File: src/rtl/fifo_read_scheduler.sv
`default_nettype none
// ============================================================================
// Module      : fifo_read_scheduler
// Description : Round-robin sharing of one FIFO byte-serializer among N_REQ
//               requesters, with per-transfer byte counting and timeout abort.
// Revision    : 1.0 - initial release
// ============================================================================
module fifo_read_scheduler #(
  parameter int N_REQ   = 4,
  parameter int LEN_W   = 6,
  parameter int TIMEOUT = 255,
  parameter int COOL    = 4
) (
  input  logic                   CLK,
  input  logic                   RESET,
  input  logic [N_REQ-1:0]       i_req,
  input  logic [N_REQ*LEN_W-1:0] i_req_len,
  output logic [N_REQ-1:0]       o_grant,
  output logic                   o_read_request,
  output logic [LEN_W-1:0]       o_buffer_length,
  input  logic                   i_fifo_empty,
  input  logic                   i_ser_valid,
  output logic                   o_done,
  output logic [2:0]             o_done_id,
  output logic [LEN_W-1:0]       o_done_bytes,
  output logic                   o_error
);

  localparam int              c_cool_w    = $clog2(COOL);
  localparam logic [c_cool_w-1:0] c_cool_last = c_cool_w'(COOL - 2);
  localparam logic [7:0]      c_to_last   = 8'(TIMEOUT - 1);
  localparam logic [2:0]      c_last_idx  = 3'(N_REQ - 1);

  typedef enum logic [2:0] {
    S_IDLE    = 3'd0,
    S_ISSUE   = 3'd1,
    S_STREAM  = 3'd2,
    S_DONE    = 3'd3,
    S_COOL_DN = 3'd4
  } state_t;

  state_t              r_state;
  state_t              w_nxt_state;
  logic [2:0]          r_owner;
  logic [2:0]          r_rr_ptr;
  logic [LEN_W-1:0]    r_len;
  logic [LEN_W-1:0]    r_byte_cnt;
  logic [7:0]          r_to_cnt;
  logic [c_cool_w-1:0] r_cool_cnt;
  logic                r_err;

  logic                w_win_found;
  logic [2:0]          w_win_idx;
  logic [LEN_W-1:0]    w_win_len;
  logic                w_latch;
  logic [2:0]          w_rr_nxt;
  logic [LEN_W-1:0]    w_byte_cnt_nxt;
  logic [LEN_W-1:0]    w_byte_inc;
  logic [7:0]          w_to_cnt_nxt;
  logic [7:0]          w_to_inc;
  logic                w_to_hit;
  logic [c_cool_w-1:0] w_cool_nxt;
  logic                w_err_nxt;
  logic [N_REQ-1:0]    w_owner_oh;

  // Round-robin search: first set request at or after r_rr_ptr, wrapping.
  always_comb begin
    int v_idx;
    v_idx       = 0;
    w_win_found = 1'b0;
    w_win_idx   = '0;
    for (int i = 0; i < N_REQ; i++) begin
      v_idx = int'(r_rr_ptr) + i;
      if (v_idx >= N_REQ) v_idx = v_idx - N_REQ;
      if (!w_win_found && i_req[v_idx]) begin
        w_win_found = 1'b1;
        w_win_idx   = 3'(v_idx);
      end
    end
  end

  assign w_win_len  = i_req_len[int'(w_win_idx)*LEN_W +: LEN_W];
  assign w_owner_oh = N_REQ'(1) << r_owner;
  assign w_byte_inc = r_byte_cnt + LEN_W'(1);
  assign w_to_inc   = (r_to_cnt == 8'hFF) ? r_to_cnt : r_to_cnt + 8'd1;
  assign w_to_hit   = !i_ser_valid && (r_to_cnt == c_to_last);

  always_ff @(posedge CLK or posedge RESET) begin
    if (RESET) r_state <= S_IDLE;
    else       r_state <= w_nxt_state;
  end

  always_comb begin
    w_nxt_state     = r_state;
    w_latch         = 1'b0;
    w_rr_nxt        = r_rr_ptr;
    w_byte_cnt_nxt  = r_byte_cnt;
    w_to_cnt_nxt    = r_to_cnt;
    w_cool_nxt      = r_cool_cnt;
    w_err_nxt       = r_err;
    o_grant         = '0;
    o_read_request  = 1'b0;
    o_buffer_length = '0;
    o_done          = 1'b0;
    o_done_id       = '0;
    o_done_bytes    = '0;
    o_error         = 1'b0;
    case (r_state)
      S_IDLE: begin
        if (w_win_found && !i_fifo_empty) begin
          w_latch        = 1'b1;
          w_byte_cnt_nxt = '0;
          w_to_cnt_nxt   = '0;
          w_err_nxt      = 1'b0;
          w_nxt_state    = (w_win_len == '0) ? S_DONE : S_ISSUE;
        end
      end
      S_ISSUE: begin
        o_grant         = w_owner_oh;
        o_read_request  = 1'b1;
        o_buffer_length = r_len;
        if (i_ser_valid) begin
          w_byte_cnt_nxt = LEN_W'(1);
          w_to_cnt_nxt   = '0;
          w_nxt_state    = (r_len == LEN_W'(1)) ? S_DONE : S_STREAM;
        end else if (w_to_hit) begin
          w_err_nxt   = 1'b1;
          w_nxt_state = S_DONE;
        end else begin
          w_to_cnt_nxt = w_to_inc;
        end
      end
      S_STREAM: begin
        o_grant         = w_owner_oh;
        o_buffer_length = r_len;
        if (i_ser_valid) begin
          w_byte_cnt_nxt = w_byte_inc;
          w_to_cnt_nxt   = '0;
          if (w_byte_inc == r_len) w_nxt_state = S_DONE;
        end else if (w_to_hit) begin
          w_err_nxt   = 1'b1;
          w_nxt_state = S_DONE;
        end else begin
          w_to_cnt_nxt = w_to_inc;
        end
      end
      S_DONE: begin
        o_grant         = w_owner_oh;
        o_buffer_length = r_len;
        o_done          = 1'b1;
        o_done_id       = r_owner;
        o_done_bytes    = r_byte_cnt;
        o_error         = r_err;
        w_rr_nxt        = (r_owner == c_last_idx) ? 3'd0 : r_owner + 3'd1;
        w_cool_nxt      = '0;
        w_nxt_state     = S_COOL_DN;
      end
      S_COOL_DN: begin
        // COOL-1 cycles here plus the arbitration cycle in IDLE give COOL
        // grant-free cycles, so the next grant lands COOL+1 after o_done.
        o_buffer_length = r_len;
        if (r_cool_cnt == c_cool_last) w_nxt_state = S_IDLE;
        else                           w_cool_nxt  = r_cool_cnt + c_cool_w'(1);
      end
      default: w_nxt_state = S_IDLE;
    endcase
  end

  always_ff @(posedge CLK or posedge RESET) begin
    if (RESET) begin
      r_owner    <= '0;
      r_rr_ptr   <= '0;
      r_len      <= '0;
      r_byte_cnt <= '0;
      r_to_cnt   <= '0;
      r_cool_cnt <= '0;
      r_err      <= 1'b0;
    end else begin
      if (w_latch) begin
        r_owner <= w_win_idx;
        r_len   <= w_win_len;
      end
      r_rr_ptr   <= w_rr_nxt;
      r_byte_cnt <= w_byte_cnt_nxt;
      r_to_cnt   <= w_to_cnt_nxt;
      r_cool_cnt <= w_cool_nxt;
      r_err      <= w_err_nxt;
    end
  end

endmodule
`default_nettype wire

File: config.mk
export PLATFORM = sky130hd
export DESIGN_NAME = fifo_read_scheduler
export DESIGN_NICKNAME = d
export VERILOG_FILES = /design/src/rtl/fifo_read_scheduler.sv
export SDC_FILE = /design/constraint.sdc
export NUM_CORES = 1
export LEC_CHECK = 0
export ABC_CLOCK_PERIOD_IN_PS = 8800
export CAP_MARGIN = 5
export CORE_UTILIZATION = 30
export DETAILED_ROUTE_END_ITERATION = 16
export PLACE_DENSITY = 0.55
export RECOVER_POWER = 25
export SLEW_MARGIN = 15
export SYNTH_ARGS = -nofsm -noshare
export SYNTH_HDL_FRONTEND = slang
export SYNTH_SLANG_ARGS = --single-unit
File: constraint.sdc
create_clock -name CLK -period 8.8 [get_ports CLK]
set_input_delay 0.88 -clock CLK [delete_from_list [all_inputs] [get_ports CLK]]
set_output_delay 0.88 -clock CLK [all_outputs]
set_load 0.02 [all_outputs]
==> results.md <==
* Status: finished, violations left
* Failing checks: capacitance limit, slew limit
* Vias/cell at 5.37
* Crit. End Element: flop
* Nets at 405
* Ant. Diodes at 0
* Power Total at between 1 and 1.5 mW
* Setup crit start: r_rr_ptr[0]
* Crit start category: flop
* Cell area after synthesis at 2690 sq um
* Final min period at 3.93 ns
* Postcts setup bufs at 0
* DRT Pass-1 Iters at 5
* Syn_area_per_cell at between 8 and 9 sq um
* Synthesis-to-finish area growth at 25.5%
* # port buffers at 53
* Worst-path fanout max at 33
* Yosys cell types at 57
* Post_cts resized at 0
* Commonest non-fill, non-tap cell in the layout: clkdlybuf4s50_1
* Worst path slowest cell: mux4_2
* Crit path max-delay family: compound AO/OA/AOI/OAI gates
* CP Buf/Inv Count at 2
* Initial detailed-routing violation count at 169
* First-pass GRT wire length at 11700 microns
* H-tree levels at 2
* Fin. Hold Viols at 0
* Crit share post-route at 0.447
* Max-cap violations at 1
* Sequential area share after synthesis at 0.297
* Vias post-DR at approximately 2500
* Reg2reg start: r_rr_ptr[0]
* GP Congestion at around 0.75
* Clk_lat worst skew at approximately 0.29 ns
* Root Driver: clkbuf_8
* VDD IR-drop max at 0.101 mV
* Post-synthesis cell count at 322
* Ys flop type: dfrtp_1
* Residual DRC count at 0
* CTS Buf Count at 5
* Max incr delay on CP at 0.58 ns
* CTS Buffer Depth at 2
* Fin Hold WS at 0.480 ns
* Max transition margin at -0.159
* Core Area at 8720 sq um
* Slew Limit Fails at 33
* Post-synth ARST share at 1.00
* Hold buffers post-CTS at 0
* Die ar. at between 9000 and 10000 sq um
* RSZ-0062 raised after global routing: false
* Io pins at 54
* Required time worst endpoint at 9.00 ns
* Number of global-route vias before repair at around 2400
* CP Cell Sequence: buf_4 > inv_2 > ha_1 > mux4_2 > a2111oi_1 > o21ai_0 > a211oi_1 > a22oi_1 > or4b_1 > o31ai_2
* GRT Total Usage at 0.149
* Worst-case clock skew at between 0.01 and 0.015 ns
* Drt total wl at about 6700 microns
* Gr ovfl total at 0
* Peak Freq at ~0.25 GHz
* Leakage power at 1.39 nW
* Yosys warns at 0
* Count of final setup violators at 0
* Dpl hpwl at 4960 microns
* Hold_sp: r_rr_ptr[2]
* Clock sinks at 32
* Syn nets at 364
* Crit path DAT at between 4 and 5 ns
* Critical path class: flop to flop
* Sum Neg Setup Slack at 0 ns
* Die height at 96.7 microns
* Post-DRT Antenna Nets at 0
* Initial Utilization at 0.309
* Die X at 96.7 microns
* CTS tree: done
* Reg clk slew, reported paths at 0.07 ns
* Pwr dens at 297 nW/um^2
* Post-DP Area at ~3300 sq um
* EDFF count, synth at 0
* WL per Instance at 14.1 microns
* Number of antenna violations at the first check in global routing at 0
* Row count at 34
* Share of cells above drive strength 1 at 0.0769
* Pin count of the biggest net entering global routing at 34
* #FFs+latches synth at 32
* Most frequent cells in the layout: clkdlybuf4s50_1 (52), dfrtp_1 (32), nand2_1 (29)
* Worst slew pin tran at 1.74 ns
* Min-delay worst type: flop to flop
* Design area at 3380 sq um
per-layer routing:
layer  share of wire  wire length, microns  up-vias  track usage
met5               0                     0        -            0
met4          0.0076                    51        0       0.0310
met3           0.045                   301        4       0.0318
met2            0.48                  3210       65        0.247
met1            0.47                  3110     1208        0.199
li1                -                     -     1256            -
through the flow:
step | cells | setup slack, ns | utilization
after floorplan | 322 | 5.14 | -
after global placement | 464 | 4.81 | 0.376
after detailed placement | 464 | 4.69 | 0.376
after CTS | 472 | 4.82 | 0.388
after global routing | 472 | 4.50 | 0.388
final | 472 | 4.87 | 0.388
kinds of logic after synthesis:
family,after synthesis,synth area share
DFF,32,0.297
muxes,15,0.0762
buffers and inverters,32,0.0516
and+or+nand+nor,129,0.252
AOI/OAI and AO/OA,90,0.230
xor gates and xnor gates,14,0.0455
adders and majority gates,10,0.0465
Yosys cell counts, types with 2 or more instances:
library cell	count	share of area
o211ai_1	2	0.0056
nand4_1	5	0.012
a22o_1	8	0.026
nor4_1	3	0.0070
a311oi_1	2	0.0065
o21a_1	6	0.017
buf_2	3	0.0056
dfrtp_1	32	0.30
mux4_2	3	0.025
xnor2_1	4	0.013
and3_1	10	0.023
mux2_1	2	0.0084
xor2_1	10	0.033
inv_1	10	0.014
a21oi_1	14	0.026
a21boi_0	2	0.0056
buf_6	2	0.0084
or2_2	3	0.0070
o21ai_0	25	0.046
a31oi_1	2	0.0046
mux2_2	8	0.033
nor3_1	6	0.011
a221oi_1	4	0.013
nand3_1	8	0.015
and2_1	19	0.044
a211oi_1	4	0.011
ha_1	10	0.046
a222oi_1	3	0.011
buf_1	2	0.0028
a22oi_1	4	0.011
nor2_1	28	0.039
or3_1	2	0.0046
nand2_1	29	0.040
nor3b_1	4	0.011
nand2b_1	4	0.0093
nand3b_1	2	0.0056
o31ai_1	4	0.011
clkbuf_1	14	0.020
area by class of cell:
| class | instances | area, sq um |
|---|---|---|
| fillers | 889 | 5340 |
| inverters | 11 | 41.3 |
| flip-flops and latches | 32 | 801 |
| multi-input cells | 258 | 1750 |
| well taps | 108 | 135 |
| clock inverters | 2 | 35.0 |
| repair buffers | 55 | 542 |
| clock buffers | 6 | 72.6 |
worst reg2reg max path, delay by kind of cell, from the launching register on:
family                   cells  cell delay, ns
AO/OA/AOI/OAI                5            1.43
adder cells (fa/ha/maj)      1            0.50
flip-flops                   1            0.32
AND/OR/NAND/NOR              1            0.54
buffers and inverters        2            0.49
multiplexers                 1            0.58
registers in the layout (all words and copies together), names as in the netlist:
register	flops
r_err	1
r_cool_cnt	2
r_rr_ptr	3
r_len	6
r_state	3
r_to_cnt	8
r_byte_cnt	6
r_owner	3
power by group:
group	switching (mW)	internal, mW	total [mW]	leakage, nW
clock network	0.0550	0.0840	0.139	0.0552
logic	0.342	0.275	0.618	0.912
registers	0.0620	0.184	0.246	0.424
worst paths after layout:
kind	to	cells after the start	slack [ns]
max	r_state[1]	10	4.87
min	r_rr_ptr[2]	2	0.48
max reg2reg	r_state[1]	10	4.87
min reg2reg	r_rr_ptr[2]	2	0.48
max in group asynchronous	r_byte_cnt[3]	3	6.15
min in group asynchronous	r_to_cnt[1]	3	1.65
Note: power is estimated with default switching activity, not from simulation.
